$ cat src/rtl/ntsc_sync_sep.sv
// NTSC composite sync separator: slices sync, classifies pulse widths and
// flywheel-locks horizontal/vertical counters to the incoming video.
module ntsc_sync_sep #(
    parameter int C_DAT_W     = 9,
    parameter int C_H_TOTAL   = 910,
    parameter int C_V_TOTAL   = 525,
    parameter int C_HSYNC_MIN = 48,
    parameter int C_VSYNC_MIN = 256,
    parameter int C_H_ALIGN   = 70,
    parameter int C_H_TOL     = 8,
    parameter int C_V_ALIGN   = 3,
    parameter int C_LOCK_N    = 8,
    parameter int C_UNLOCK_N  = 8
) (
    input  logic               CK_i,
    input  logic               SR_i,
    input  logic               CK_EE_i,
    input  logic [C_DAT_W-1:0] VIDEOs_i,
    input  logic [C_DAT_W-1:0] SLICE_LVs_i,
    output logic               XHD_o,
    output logic               XVD_o,
    output logic [9:0]         HCTRs_o,
    output logic [9:0]         VCTRs_o,
    output logic               FIELD_o,
    output logic               LOCK_o,
    output logic               HSYNC_o
);

    localparam int GW = $clog2(C_LOCK_N + 1);
    localparam int MW = $clog2(C_UNLOCK_N + 1);

    localparam logic [9:0] H_LAST  = 10'(C_H_TOTAL - 1);
    localparam logic [9:0] H_HALF  = 10'(C_H_TOTAL / 2);
    localparam logic [9:0] V_LAST  = 10'(C_V_TOTAL - 1);
    localparam logic [9:0] H_LOAD  = 10'(C_H_ALIGN);
    localparam logic [9:0] V_LOAD  = 10'(C_V_ALIGN);
    localparam logic [9:0] WIN_LO  = 10'(C_H_ALIGN - 1 - C_H_TOL);
    localparam logic [9:0] WIN_HI  = 10'(C_H_ALIGN - 1 + C_H_TOL);
    localparam logic [9:0] MISS_AT = 10'(C_H_ALIGN + C_H_TOL);
    localparam logic [9:0] HS_MIN  = 10'(C_HSYNC_MIN);
    localparam logic [9:0] BR_MIN  = 10'(C_VSYNC_MIN);
    localparam logic [GW-1:0] GOOD_LAST = GW'(C_LOCK_N - 1);
    localparam logic [MW-1:0] MISS_LAST = MW'(C_UNLOCK_N - 1);

    typedef enum logic {
        S_UNLOCK,
        S_LOCK
    } state_t;

    state_t        state_q, state_d;
    logic          raw_q;
    logic          sync_q;
    logic [1:0]    run_q;
    logic [9:0]    width_q;
    logic [9:0]    hctr_q, hctr_d;
    logic [9:0]    vctr_q, vctr_d;
    logic [GW-1:0] good_q, good_d;
    logic [MW-1:0] miss_q, miss_d;
    logic          goth_q, goth_d;
    logic [1:0]    broad_q, broad_d;
    logic          field_q, field_d;
    logic          xhd_q, xvd_q, hsync_q;

    logic flip, fall, rise;
    logic is_hs, is_br, in_win;
    logic wrap, reload, vsync;

    // sync_q is the filtered slicer: 1 while the video sits below threshold
    assign flip   = (raw_q != sync_q) && (run_q == 2'd2);
    assign fall   = flip && raw_q;
    assign rise   = flip && !raw_q;
    assign is_hs  = rise && (width_q >= HS_MIN) && (width_q < BR_MIN);
    assign is_br  = rise && (width_q >= BR_MIN);
    assign in_win = (hctr_q >= WIN_LO) && (hctr_q <= WIN_HI);
    assign wrap   = (hctr_q == H_LAST);
    assign vsync  = is_br && (broad_q == 2'd2);

    always_comb begin
        state_d = state_q;
        good_d  = good_q;
        miss_d  = miss_q;
        goth_d  = goth_q;
        reload  = 1'b0;
        unique case (state_q)
            S_UNLOCK: begin
                if (is_hs) begin
                    reload = 1'b1;
                    if (!in_win) begin
                        good_d = '0;
                    end else if (good_q == GOOD_LAST) begin
                        state_d = S_LOCK;
                        good_d  = '0;
                        miss_d  = '0;
                    end else begin
                        good_d = good_q + GW'(1);
                    end
                end
            end
            S_LOCK: begin
                if (is_hs && in_win) begin
                    reload = 1'b1;
                    goth_d = 1'b1;
                end
                // one flywheel checkpoint per line, just past the window
                if (hctr_q == MISS_AT) begin
                    goth_d = 1'b0;
                    if (goth_q) begin
                        miss_d = '0;
                    end else if (miss_q == MISS_LAST) begin
                        state_d = S_UNLOCK;
                        miss_d  = '0;
                    end else begin
                        miss_d = miss_q + MW'(1);
                    end
                end
            end
            default: state_d = S_UNLOCK;
        endcase
    end

    always_comb begin
        hctr_d  = hctr_q + 10'd1;
        vctr_d  = vctr_q;
        broad_d = broad_q;
        field_d = field_q;
        if (reload) begin
            hctr_d = H_LOAD;
        end else if (wrap) begin
            hctr_d = '0;
            vctr_d = (vctr_q == V_LAST) ? 10'd0 : vctr_q + 10'd1;
        end
        if (is_hs) begin
            broad_d = '0;
        end else if (is_br && broad_q != 2'd3) begin
            broad_d = broad_q + 2'd1;
        end
        if (vsync) begin
            vctr_d  = V_LOAD;
            field_d = (hctr_q >= H_HALF);
        end
    end

    always_ff @(posedge CK_i) begin
        if (SR_i) begin
            state_q <= S_UNLOCK;
            raw_q   <= 1'b0;
            sync_q  <= 1'b0;
            run_q   <= '0;
            width_q <= '0;
            hctr_q  <= '0;
            vctr_q  <= '0;
            good_q  <= '0;
            miss_q  <= '0;
            goth_q  <= 1'b0;
            broad_q <= '0;
            field_q <= 1'b0;
            xhd_q   <= 1'b1;
            xvd_q   <= 1'b1;
            hsync_q <= 1'b0;
        end else if (CK_EE_i) begin
            raw_q <= (VIDEOs_i < SLICE_LVs_i);
            if (raw_q == sync_q) begin
                run_q <= '0;
            end else if (flip) begin
                sync_q <= raw_q;
                run_q  <= '0;
            end else begin
                run_q <= run_q + 2'd1;
            end
            if (fall) begin
                width_q <= '0;
            end else if (sync_q && width_q != 10'h3ff) begin
                width_q <= width_q + 10'd1;
            end
            state_q <= state_d;
            hctr_q  <= hctr_d;
            vctr_q  <= vctr_d;
            good_q  <= good_d;
            miss_q  <= miss_d;
            goth_q  <= goth_d;
            broad_q <= broad_d;
            field_q <= field_d;
            xhd_q   <= !wrap;
            xvd_q   <= (vctr_q != 10'd0);
            hsync_q <= is_hs;
        end
    end

    assign XHD_o   = xhd_q;
    assign XVD_o   = xvd_q;
    assign HCTRs_o = hctr_q;
    assign VCTRs_o = vctr_q;
    assign FIELD_o = field_q;
    assign LOCK_o  = (state_q == S_LOCK);
    assign HSYNC_o = hsync_q;

endmodule

$ cat config.mk
export PLATFORM = sky130hd
export DESIGN_NAME = ntsc_sync_sep
export DESIGN_NICKNAME = d
export VERILOG_FILES = /design/src/rtl/ntsc_sync_sep.sv
export SDC_FILE = /design/constraint.sdc
export NUM_CORES = 1
export LEC_CHECK = 0
export ABC_AREA = 1
export CORE_MARGIN = 2
export CORE_UTILIZATION = 45
export DETAILED_ROUTE_END_ITERATION = 10
export DONT_BUFFER_PORTS = 1
export PLACE_DENSITY = 0.62
export SLEW_MARGIN = 20
export SYNTH_ARGS = -nofsm -noshare
export SYNTH_HDL_FRONTEND = slang
export SYNTH_SLANG_ARGS = --single-unit
$ cat constraint.sdc
create_clock -name CK_i -period 1.9 [get_ports CK_i]
set_clock_uncertainty 0.1 [all_clocks]
set_input_delay 0.38 -clock CK_i [delete_from_list [all_inputs] [get_ports CK_i]]
set_output_delay 0.38 -clock CK_i [all_outputs]
set_load 0.05 [all_outputs]
---- Yosys cells after proc, flatten, opt, wreduce, memory -nomap -nowiden ----
Index checks and enable logic that the tools add are counted.
cells by class
  add/sub/neg operators ................... 7
  multipliers ............................. 0
  divide/modulo/power cells ............... 0
  magnitude comparators ................... 7
  equality and inequality tests ........... 16
  shifts and indexed selects .............. 0
  mux-type cells .......................... 33
  bitwise logic cells ..................... 2
  reductions and logical operators ........ 26
operators with widths
  kind                                                   number
  2-to-1 mux 10 bit                                      8
  2-to-1 mux 4 bit                                       8
  adder 10 x 1 -> 10 bit (second input constant)         3
  == test 10 bit (second input constant)                 2
  >= comparator 10 x 6 -> 1 bit (second input constant)  2
  >= comparator 10 x 9 -> 1 bit (second input constant)  2
  AND reduction 3 bit                                    4
  logical AND 1 bit                                      11
  == test 10 x 7 -> 1 bit (second input constant)        1
  <= comparator 10 x 7 -> 1 bit (second input constant)  1
  < comparator 10 x 9 -> 1 bit (second input constant)   1
  2-to-1 mux 1 bit                                       10
  inequality test 10 bit (second input constant)         1
  nonzero test 10 bit                                    1
  < comparator 9 bit                                     1
  adder 4 x 1 -> 4 bit (second input constant)           2
  == test 4 x 3 -> 1 bit (second input constant)         2
  2-to-1 mux 2 bit                                       4
  inequality test 2 bit (second input constant)          4
  one-hot mux 4 bit (2 select lines)                     1
  nonzero test 2 bit                                     4
  AND reduction 2 bit                                    3
  AND reduction 5 bit                                    1
  adder 2 x 1 -> 2 bit (second input constant)           2
  7 further kinds                                        12
storage, ports and cells
  bits in registers ....................... 50
  latch bits .............................. 0
  RAM bits ................................ 0
  memory bits (read-only) ................. 0
  input port bits ......................... 21
  output and inout port bits .............. 25
  word-level logic and storage cells ...... 106
  memories kept ........................... 0

---- Logic depth before layout (Yosys ltp) ----
Gate-level depths: netlist of the first run.
  word-level depth ........................ 10
  depth in mapped cells ................... 14
  gate-level depth less buffers ........... 13

---- Worst setup path before layout of the first run ----
No wires, ideal clock.
  path type ............................... reg-to-reg
  start ................................... reg hctr_q[0], in the netlist HCTRs_o[0]
  end ..................................... reg vctr_q[3], in the netlist VCTRs_o[3]
  library setup time ...................... 0.113 ns
  arrival ................................. 1.927 ns
  required time ........................... 1.687 ns
  setup slack ............................. -0.239 ns
  stages on the path, launching flop included .. 14
  buffers on the path ..................... 1
  clock period less this slack ............ 2.139 ns
  cell sequence ........................... dfxtp_1 > inv_1 > ha_1 > a21oi_1 > nand2_1 > nand2_2 > nand3_4 > nand2_4 > nand2_8 > nand3_4 > buf_6 > nand2_1 > nand2_1 > nor2_1
on the way
  word-level cells in the longest chain between the ends .. 7
  elaborated cells on any way between the ends .. 10
  those cells by class .................... order compare (2); eq/ne (2); mux (2); reduce/logical (4)
ends and longest elaborated chain
  what                                                                            line  source
  start: declaration                                                              55    logic [9:0] hctr_q, hctr_d;
  start signal: assignment                                                        176   hctr_q <= hctr_d;
  >= comparator 10 x 6 -> 1 bit or <= comparator 10 x 7 -> 1 bit (tied branches)  74    assign in_win = (hctr_q >= WIN_LO) && (hctr_q <= WIN_HI);
  logical AND 1 bit                                                               74
  logical AND 1 bit                                                               100   if (is_hs && in_win) begin
  2-to-1 mux 1 bit                                                                100
  one-hot mux 1 bit (2 select lines)                                              84    unique case (state_q)
  inequality test 2 x 1 -> 1 bit (no source line)                                 -
  AND reduction 3 bit (no source line) (*)                                        -
  end signal: assignment                                                          177   vctr_q <= vctr_d;
  end: declaration                                                                56    logic [9:0] vctr_q, vctr_d;
Every way passes the cells marked *; elsewhere a longest branch is shown, timed or not.
A chain may end at the register's enable or synchronous reset.

---- Worst setup path in the final report of the first run ----
  start ................................... reg hctr_q[1], in the netlist HCTRs_o[1]
  end ..................................... reg vctr_q[8], in the netlist VCTRs_o[8]
Same word-level chain as after synthesis.

==> metrics.csv, run 1 <==
metric,value,unit
track_usage,20.12,%
critPathTopFamily,simple AND/OR/NAND/NOR gates,
sequentialPowerShare,55.5,%
fmax,572.4,MHz
busiest_layer,met2,
rows,31,
syn2layout_area_growth,13.08,%
gr-usage-met2,37.04,%
die_h,89.50,um
grt_pass1_wl,12.85,mm
synthTopCellsByArea,"dfxtp_1, nand2_1, inv_1",
combPwrFrac,6.2,%
crit_top_cell,nand2_1,
io_buffers,0,
clock_sinks,50,
routed_via_density,5.107,
gp_congestion,0.9044,
multi_input_area,0.001959,mm^2
crit_arrival,1.85,ns
path_class,reg2reg,
final_core_utilization,51.84,%
dr_total_vias,3202,
synth_warnings,0,
hp-class,in2reg,
power.density,520.5,mW/mm^2
outcome,"finished, final reports clean",
path_buf_inv,2,
firstDrtPassIters,4,
gr-usage-met3,3.693,%
ir_worst_vdd,0.2798,mV
ys_ff_latch,50,
slowest_stage,dfxtp_4,
route.detailed.drc,0,
setup_viol,0,
grt_overflow,0,
seq_area_frac_synth,30.43,%
synth_edf_count,0,
synth_area,0.003289,mm^2
clk_pin_slew_worst_paths,0.09,ns
start_util,45.84,%
synth_common_cells,"nand2_1, inv_1, nor2_1, dfxtp_1, a21oi_1",
boundaryPins,46,
antenna_left,0,
antenna_found_initial,0,
p_clk_share,38.3,%
met1_usage,23.82,%
internal-power,1.487,mW
yosys.area.top_type,dfxtp_1,
core,0.007176,mm^2
cts_tree,yes,
antenna_cells,0,
path_max_fanout,9,
die-area,0.008009,mm^2
drt-total-wl,7.643,mm
htree_levels,2,
rsz0062_at_grt,no,
synthArstFlopShare,0,%
start_kind,flop,
max_stage_delay,0.37,ns
yosysMostFrequentCell,nand2_1,
ff_latch_area,0.001012,mm^2
dp.final_hpwl,5.731,mm
drive_above_1_share,13.64,%
fin_crit,1.747,ns
dp_cells,616,
worstPathCellList,"inv_2, ha_2, inv_2, a21oi_2, nand2_1, nand2_2, nand3_4, nand2_4, nand2_8, nand3_4, nand2_1, nand2_1, nor2_1",
syn_avg_cell_area,6.566,um^2
drtIter0Drc,140,
grt_max_degree,33,
crit_path_end_kind,flop,
drv_cap,0,
wire_per_inst,12.19,um
swShare,23.18,%
syn_nets,542,
cts_hold_buf,0,
clockBufferDepth,2,
ys_types,38,
tightest_slew,0.5388,ns
nFillCells,724,
slew_viol_final,0,
grt_pass1_vias,3033,
p_sw,0.4488,mW
instances_no_fill,627,
die_x,89.50,um
clock_latency,0.30,ns
final_nets,568,
p_leak,1.643,nW
max_slew_margin,64.03,%
required,2.00,ns
netlist.area_leader.share,30.43,%
cts_buffers,5,
cts_root_buf,clkbuf_8,
finalHoldViolCount,0,
post-route-period-util,91.96,%
synth_top_flop_cell,dfxtp_1,
p_total,1.936,mW
synth_cells,501,
## metal layers
layer  routed length (um)  share of wire, %
met4                  109               1.4
met5                    0                 0
met3                  300               3.9
met1                 3446                45
met2                 3787                50
## cell usage in the layout (no fill, tap or decap), types with 2 or more instances in the layout
| cell | Yosys | final |
|---|---|---|
| a211oi_1 | 4 | 4 |
| dfxtp_1 | 50 | 45 |
| dfxtp_2 | 0 | 3 |
| nand3_4 | 2 | 3 |
| ha_1 | 20 | 18 |
| xor2_1 | 8 | 8 |
| o21bai_1 | 2 | 2 |
| nand3b_1 | 2 | 2 |
| or2_2 | 2 | 2 |
| inv_1 | 74 | 70 |
| nand2_1 | 120 | 120 |
| nand4_1 | 20 | 20 |
| nand3_1 | 33 | 33 |
| nand2_4 | 2 | 2 |
| o21ai_0 | 13 | 13 |
| clkbuf_8 | 1 | 5 |
| clkinv_2 | 1 | 3 |
| nor2_4 | 2 | 2 |
| nand3_2 | 2 | 2 |
| nor2_2 | 2 | 2 |
| dfxtp_4 | 0 | 2 |
| a21oi_2 | 0 | 2 |
| nor3_1 | 14 | 14 |
| a31oi_1 | 2 | 2 |
| a21oi_1 | 44 | 42 |
| nor2_1 | 57 | 57 |
| inv_2 | 0 | 4 |
| ha_2 | 0 | 2 |
| nand2_2 | 4 | 4 |
| buf_4 | 1 | 31 |
## layout make-up
| cell class | count | share of cell area [%] |
|---|---|---|
| Inverter | 75 | 7.602 |
| Clock buffer | 5 | 1.850 |
| Sequential cell | 50 | 27.21 |
| Timing Repair Buffer | 31 | 6.256 |
| Clock inverter | 3 | 1.076 |
| Tap cell | 99 | 3.330 |
| Multi-Input combinational cell | 364 | 52.67 |
## power groups by stage
stage               clock, mW  sequential, mW  combinational (mW)
global placement            0            1.10               0.111
floorplan                   0            1.11              0.0898
finish                  0.742            1.07               0.120
global route            0.817            1.08               0.140
CTS                     0.770            1.08               0.115
detailed placement          0            1.10               0.114
## worst paths after layout
path / start / end / slack [ns] / cells past startpoint
worst max-delay path: HCTRs_o[1] / VCTRs_o[8] / 0.15 / 13
worst min-delay path: SR_i / HCTRs_o[1] / 0.02 / 1
worst max register to register: HCTRs_o[1] / VCTRs_o[8] / 0.15 / 13
worst min register to register: width_q[8] / width_q[8] / 0.38 / 2
## worst reg2reg max path, stage by stage, from the launching register on
cell     delay [ns]
dfxtp_4        0.37
inv_2          0.07
ha_2           0.16
inv_2          0.05
a21oi_2        0.11
nand2_1        0.07
nand2_2        0.09
nand3_4        0.10
nand2_4        0.11
nand2_8        0.09
nand3_4        0.14
nand2_1        0.06
nand2_1        0.07
nor2_1         0.05
## sequential cells by signal, indices dropped and copies added (netlist names)
signal,flops
HCTRs_o,10
VCTRs_o,10
width_q,10
good_q,4
miss_q,4
broad_q,2
run_q,2
FIELD_o,1
HSYNC_o,1
LOCK_o,1
XHD_o,1
XVD_o,1
goth_q,1
raw_q,1
sync_q,1
## cell families (layout without fill, tap and decap cells)
kind of cell    count (synthesis)  count (layout)  share of synthesized area, %
compound gates                 70              70                         11.68
buf+inv                        88             114                         10.92
simple gates                  264             265                         36.97
flops                          50              50                         30.43
fa+ha+maj                      20              20                         7.607
xor+xnor                        9               9                         2.396
## stage by stage
stage          setup slack [ns]  cell area (um^2)  hold WS [ns]    TNS [ns]
3_3_place_gp             0.1525              3563        0.3467           0
5_1_grt                 0.01138              3720      0.002471           0
3_5_place_dp            0.09392              3563        0.3478           0
2_1_floorplan        -0.0005768              3298        0.3362  -0.0005768
6_report                 0.1528              3720       0.02094           0
4_1_cts                 0.05741              3672       0.01567           0
## timing repair
action / 4_1_cts / 5_1_grt
gates resized for setup: 0 / 10
endpoints found under the setup margin: 0 / 14
setup buffers: 0 / 2
Power figures use the tool's default switching activity.
==> inputs of run 2 (changes only) <==
ABC_AREA = unset   (was 1)
CORE_MARGIN = unset   (was 2)
==> metrics.csv, run 2 <==
metric,value,unit,change
synth_warnings,0,,unchanged
setup_viol,27,,+27
crit_path_end_kind,flop,,
syn_avg_cell_area,8.004,um^2,+22%
p_leak,1.569,nW,-4.5%
rsz0062_at_grt,yes,,
ys_ff_latch,50,,unchanged
seq_area_frac_synth,33.53,%,+3.1 points
antenna_found_initial,0,,unchanged
core,0.006386,mm^2,-11%
firstDrtPassIters,4,,unchanged
cts_buffers,5,,unchanged
antenna_left,0,,unchanged
synthArstFlopShare,0,%,unchanged
hp-class,in2reg,,
fin_crit,2.353,ns,+0.6054 ns
synth_edf_count,0,,unchanged
finalHoldViolCount,0,,unchanged
grt_overflow,0,,unchanged
syn_nets,414,,-24%
antenna_cells,0,,unchanged
drt-total-wl,7.826,mm,+2.4%
drv_cap,0,,unchanged
clockBufferDepth,2,,unchanged
final_common_cell,buf_4,,
fmax,425.1,MHz,-26%
ys_types,58,,+53%
drtIter0Drc,164,,+17%
track_usage,21.63,%,+1.5 points
die_x,83.45,um,-6.8%
clock_latency,0.32,ns,+0.02 ns
p_total,1.934,mW,-0.11%
grt_max_degree,33,,unchanged
power.density,463.7,mW/mm^2,-11%
wire_per_inst,14.91,um,+22%
synth_area,0.002985,mm^2,-9.2%
rows,29,,-6.5%
whs,0.02227,ns,+0.001330 ns
dp.final_hpwl,5.390,mm,-6.0%
yosys.area.top_type,dfxtp_1,,
boundaryPins,46,,unchanged
cts_hold_buf,0,,unchanged
crit_arrival,2.49,ns,+0.64 ns
final_cell_mix,"buf_4, dfxtp_1, nand2_1",,
start_kind,flop,,
dr_total_vias,3084,,-3.7%
routed_via_density,5.874,,+15%
cts_root_buf,clkbuf_8,,
max_slew_margin,63.76,%,-0.27 points
synth_top_flop_cell,dfxtp_1,,
required,2.04,ns,+0.04 ns
synthTopCellsByArea,"dfxtp_1, ha_1, nand2_1",,
die-area,0.006964,mm^2,-13%
route.detailed.drc,0,,unchanged
slew_viol_final,0,,unchanged
synth_cells,373,,-26%
gp_congestion,0.8167,,-9.7%
grt_pass1_vias,2765,,-8.8%
io_buffers,0,,unchanged
clock_sinks,50,,unchanged
drive_above_1_share,35.94,%,+22 points
tightest_slew,0.5418,ns,+0.003002 ns
grt_pass1_wl,12.43,mm,-3.3%
violations,negative setup slack,,
syn2layout_area_growth,39.73,%,
clk_pin_slew_worst_paths,0.10,ns,about the same
die_h,83.45,um,-6.8%
htree_levels,2,,unchanged
nFillCells,536,,-26%
start_util,46.75,%,+0.91 points
setup_slack,-0.4526,ns,-0.6054 ns
yosysMostFrequentCell,dfxtp_1,,
netlist.area_leader.share,33.53,%,+3.1 points
synth_common_cells,"dfxtp_1, nand2_1, nor2_1, inv_1, nand3_1",,
cts_tree,yes,,
path_max_fanout,4,,-5
post-route-period-util,123.8,%,+32 points
ir_worst_vdd,0.2959,mV,+5.7%
path_class,reg2reg,,
outcome,finished with violations,,
final_nets,488,,-14%
==> run 2: changes by cell type after synthesis, moves of 10 or more <==
| cell | delta |
|---|---|
| a31oi_1 | +14 |
| nand3_1 | -10 |
| inv_1 | -46 |
| nand2_1 | -87 |
| nand4_1 | -15 |
| nor2_1 | -24 |
| a21oi_1 | -26 |
==> run 2: power breakdown <==
part / switching (mW) / internal [mW]
combinational: 0.127 / 0.111
clock: 0.361 / 0.263
sequential: 0.0205 / 1.05
total: 0.508 / 1.43
==> run 2: kinds of logic (layout without fill, tap and decap cells) <==
logic type | Yosys count | after routing | share of synthesized area, %
buffers and inverters | 42 | 117 | 5.281
xor gates and xnor gates | 12 | 12 | 3.521
adders and majority gates | 20 | 20 | 8.382
and+or+nand+nor | 158 | 158 | 28.67
DFF | 50 | 50 | 33.53
muxes | 2 | 2 | 0.6706
AOI/OAI and AO/OA | 89 | 89 | 19.95
==> run 2: worst max-delay path, cell delays in order (launching register included) <==
cell     delay (ns)
dfxtp_2        0.32
or2_4          0.24
or4_4          0.54
or4_4          0.52
or3b_1         0.40
a21oi_1        0.16
==> run 2: repair_timing <==
item                                    4_1_cts  5_1_grt
buffers inserted                              3        9
pin swaps                                    19       19
endpoints found under the setup margin       28       32
resized for setup                            38       44
==> run 2: through the flow <==
step | std cells | area, um^2 | setup slack (ns) | utilization [%] | setup TNS [ns]
6_report | 525 | 4172 | -0.4526 | 65.32 | -5.040
3_5_place_dp | 506 | 3646 | -0.4304 | 57.09 | -6.612
5_1_grt | 525 | 4172 | -0.5109 | 65.32 | -7.083
2_1_floorplan | 373 | 3103 | -0.4467 | - | -4.841
3_3_place_gp | 506 | 3646 | -0.4052 | 57.09 | -5.951
4_1_cts | 516 | 3919 | -0.4054 | 61.36 | -3.463
==> run 2: worst paths after layout <==
check / from / end / slack [ns] / cells past startpoint
min reg2reg: width_q[0] / width_q[0] / 0.38 / 2
max: width_q[8] / good_q[2] / -0.45 / 5
max reg2reg: width_q[8] / good_q[2] / -0.45 / 5
min: SR_i / HCTRs_o[6] / 0.02 / 1
==> run 2: cell type report <==
cell class	count	area, um^2	area share (%)
multi-input combinational	281	2180	52.25
tap	77	96.34	2.310
clock buffer	8	80.08	1.920
inverter	28	107.6	2.579
timing repair buffer	81	665.6	15.96
sequential	50	1042	24.99
==> run 2: routing by layer <==
layer | track usage, % | wire [um] | up-vias
met5 | 0 | 0 | -
met4 | 5.701 | 76 | 0
met3 | 4.748 | 398 | 8
met2 | 36.07 | 3693 | 89
met1 | 28.35 | 3658 | 1463
li1 | - | - | 1524
==> inputs of run 3 (changes only) <==
GPL_TIMING_DRIVEN = 0   (was unset)
RECOVER_POWER = 25   (was unset)
==> metrics.csv, run 3 (synthesized netlist as in run 2, its figures left out) <==
metric,value,unit,change
outcome,finished with violations,,
violations,negative setup slack,,
drt-met1-wl,3.726,mm,+1.9%
grt_max_degree,15,,-55%
ff_latch_area,0.001065,mm^2,+2.2%
drv_cap,0,,unchanged
clk_pin_slew_worst_paths,0.09,ns,about the same
drtIter0Drc,134,,-18%
final_common_cell,nor2_1,,
cts_buffers,5,,unchanged
final_cell_mix,"nor2_1, nand2_1, dfxtp_1",,
boundaryPins,46,,unchanged
wl_met3,278,um,-30%
grt_overflow,0,,unchanged
slew_viol_final,0,,unchanged
ir_worst_vdd,0.2988,mV,+0.97%
cts_root_buf,clkbuf_8,,
track_usage,21.57,%,-0.059 points
route.detailed.drc,0,,unchanged
tns,-7.965,ns,-2.926 ns
highest_layer,met4,,
antenna_found_initial,0,,unchanged
firstDrtPassIters,4,,unchanged
path_class,reg2reg,,
place_ws,-0.6870,ns,-0.2566 ns
multi_input_area,0.002182,mm^2,+0.11%
rsz0062_at_grt,yes,,
nFillCells,558,,+4.1%
syn2layout_area_growth,30.80,%,
final_nets,451,,-7.6%
fin_crit,2.351,ns,-0.001621 ns
dr_wl_met2,3.459,mm,-6.3%
dr_total_vias,2883,,-6.5%
path_max_fanout,4,,unchanged
required,2.04,ns,about the same
tightest_slew,0.7463,ns,+0.2045 ns
clock_sinks,50,,unchanged
post-route-period-util,123.7,%,about the same
p_total,1.915,mW,-0.98%
wire_per_inst,15.46,um,+3.7%
dp.final_hpwl,5.097,mm,-5.4%
crit_arrival,2.50,ns,about the same
grt_pass1_wl,12.43,mm,about the same
p_leak,1.369,nW,-13%
setup_viol,30,,+11%
antenna_cells,0,,unchanged
die-area,0.006964,mm^2,unchanged
io_buffers,0,,unchanged
core,0.006386,mm^2,unchanged
drive_above_1_share,27.49,%,-8.4 points
setup_slack,-0.4510,ns,+0.001621 ns
grt_pass1_vias,2630,,-4.9%
max_slew_margin,49.95,%,-14 points
start_kind,flop,,
die_x,83.45,um,unchanged
cts_tree,yes,,
rows,29,,unchanged
crit_path_end_kind,flop,,
drt-total-wl,7.544,mm,-3.6%
finalHoldViolCount,0,,unchanged
clockBufferDepth,2,,unchanged
hp-class,in2reg,,
routed_via_density,5.908,,+0.57%
htree_levels,2,,unchanged
power.density,490.5,mW/mm^2,+5.8%
die_h,83.45,um,unchanged
start_util,46.75,%,unchanged
gp_congestion,0.7982,,-2.3%
antenna_left,0,,unchanged
fmax,425.4,MHz,about the same
clock_latency,0.30,ns,-0.02 ns
rrSetupSlack,-0.45,ns,about the same
run 3: worst paths after layout:
| kind | cells past startpoint | end | startpoint |
|---|---|---|---|
| worst max-delay path | 5 | good_q[3] | width_q[8] |
| worst min-delay path | 2 | goth_q | SR_i |
| worst max register to register | 5 | good_q[3] | width_q[8] |
| worst min register to register | 2 | good_q[3] | good_q[3] |
run 3: metrics by stage:
step | cell area, um^2 | hold WS, ns | instances | util [%]
after floorplan | 3103 | 0.3391 | 373 | -
after global placement | 3199 | 0.3569 | 450 | 50.10
after detailed placement | 3199 | 0.3605 | 450 | 50.10
after CTS | 3620 | 0.1573 | 475 | 56.68
after global routing | 3905 | 0.1574 | 488 | 61.15
final | 3905 | 0.1556 | 488 | 61.15
run 3: what timing repair did:
action	CTS	global route
resized for setup	49	41
pin swaps	9	25
hold buffers	0	0
setup endpoints to repair	35	39
setup buffers	17	13
run 3: where the power goes:
part           switching (mW)  internal [mW]  total (mW)
clock                   0.358          0.254       0.613
combinational           0.109         0.0949       0.204
sequential             0.0535           1.05        1.10
run 3: metal layers:
layer / vias to the layer above / global-route usage [%]
met3: 9 / 4.352
met1: 1358 / 30.22
met2: 62 / 34.13
met5: - / 0
met4: 0 / 5.239
li1: 1454 / -
run 3: final cells by class:
class / count / share of cell area [%]
Clock inverter: 2 / 0.2243
Sequential cell: 50 / 27.27
Clock buffer: 6 / 1.858
Buffer: 14 / 3.140
Timing Repair Buffer: 30 / 6.344
Inverter: 28 / 2.820
Multi-Input combinational cell: 281 / 55.88
Tap cell: 77 / 2.467
run 3: critical path: stages, from the launching register on:
cell and delay (ns):
dfxtp_4 0.35, or2_4 0.24, or4_4 0.54, or4_4 0.51
or4_4 0.43, a21oi_2 0.12
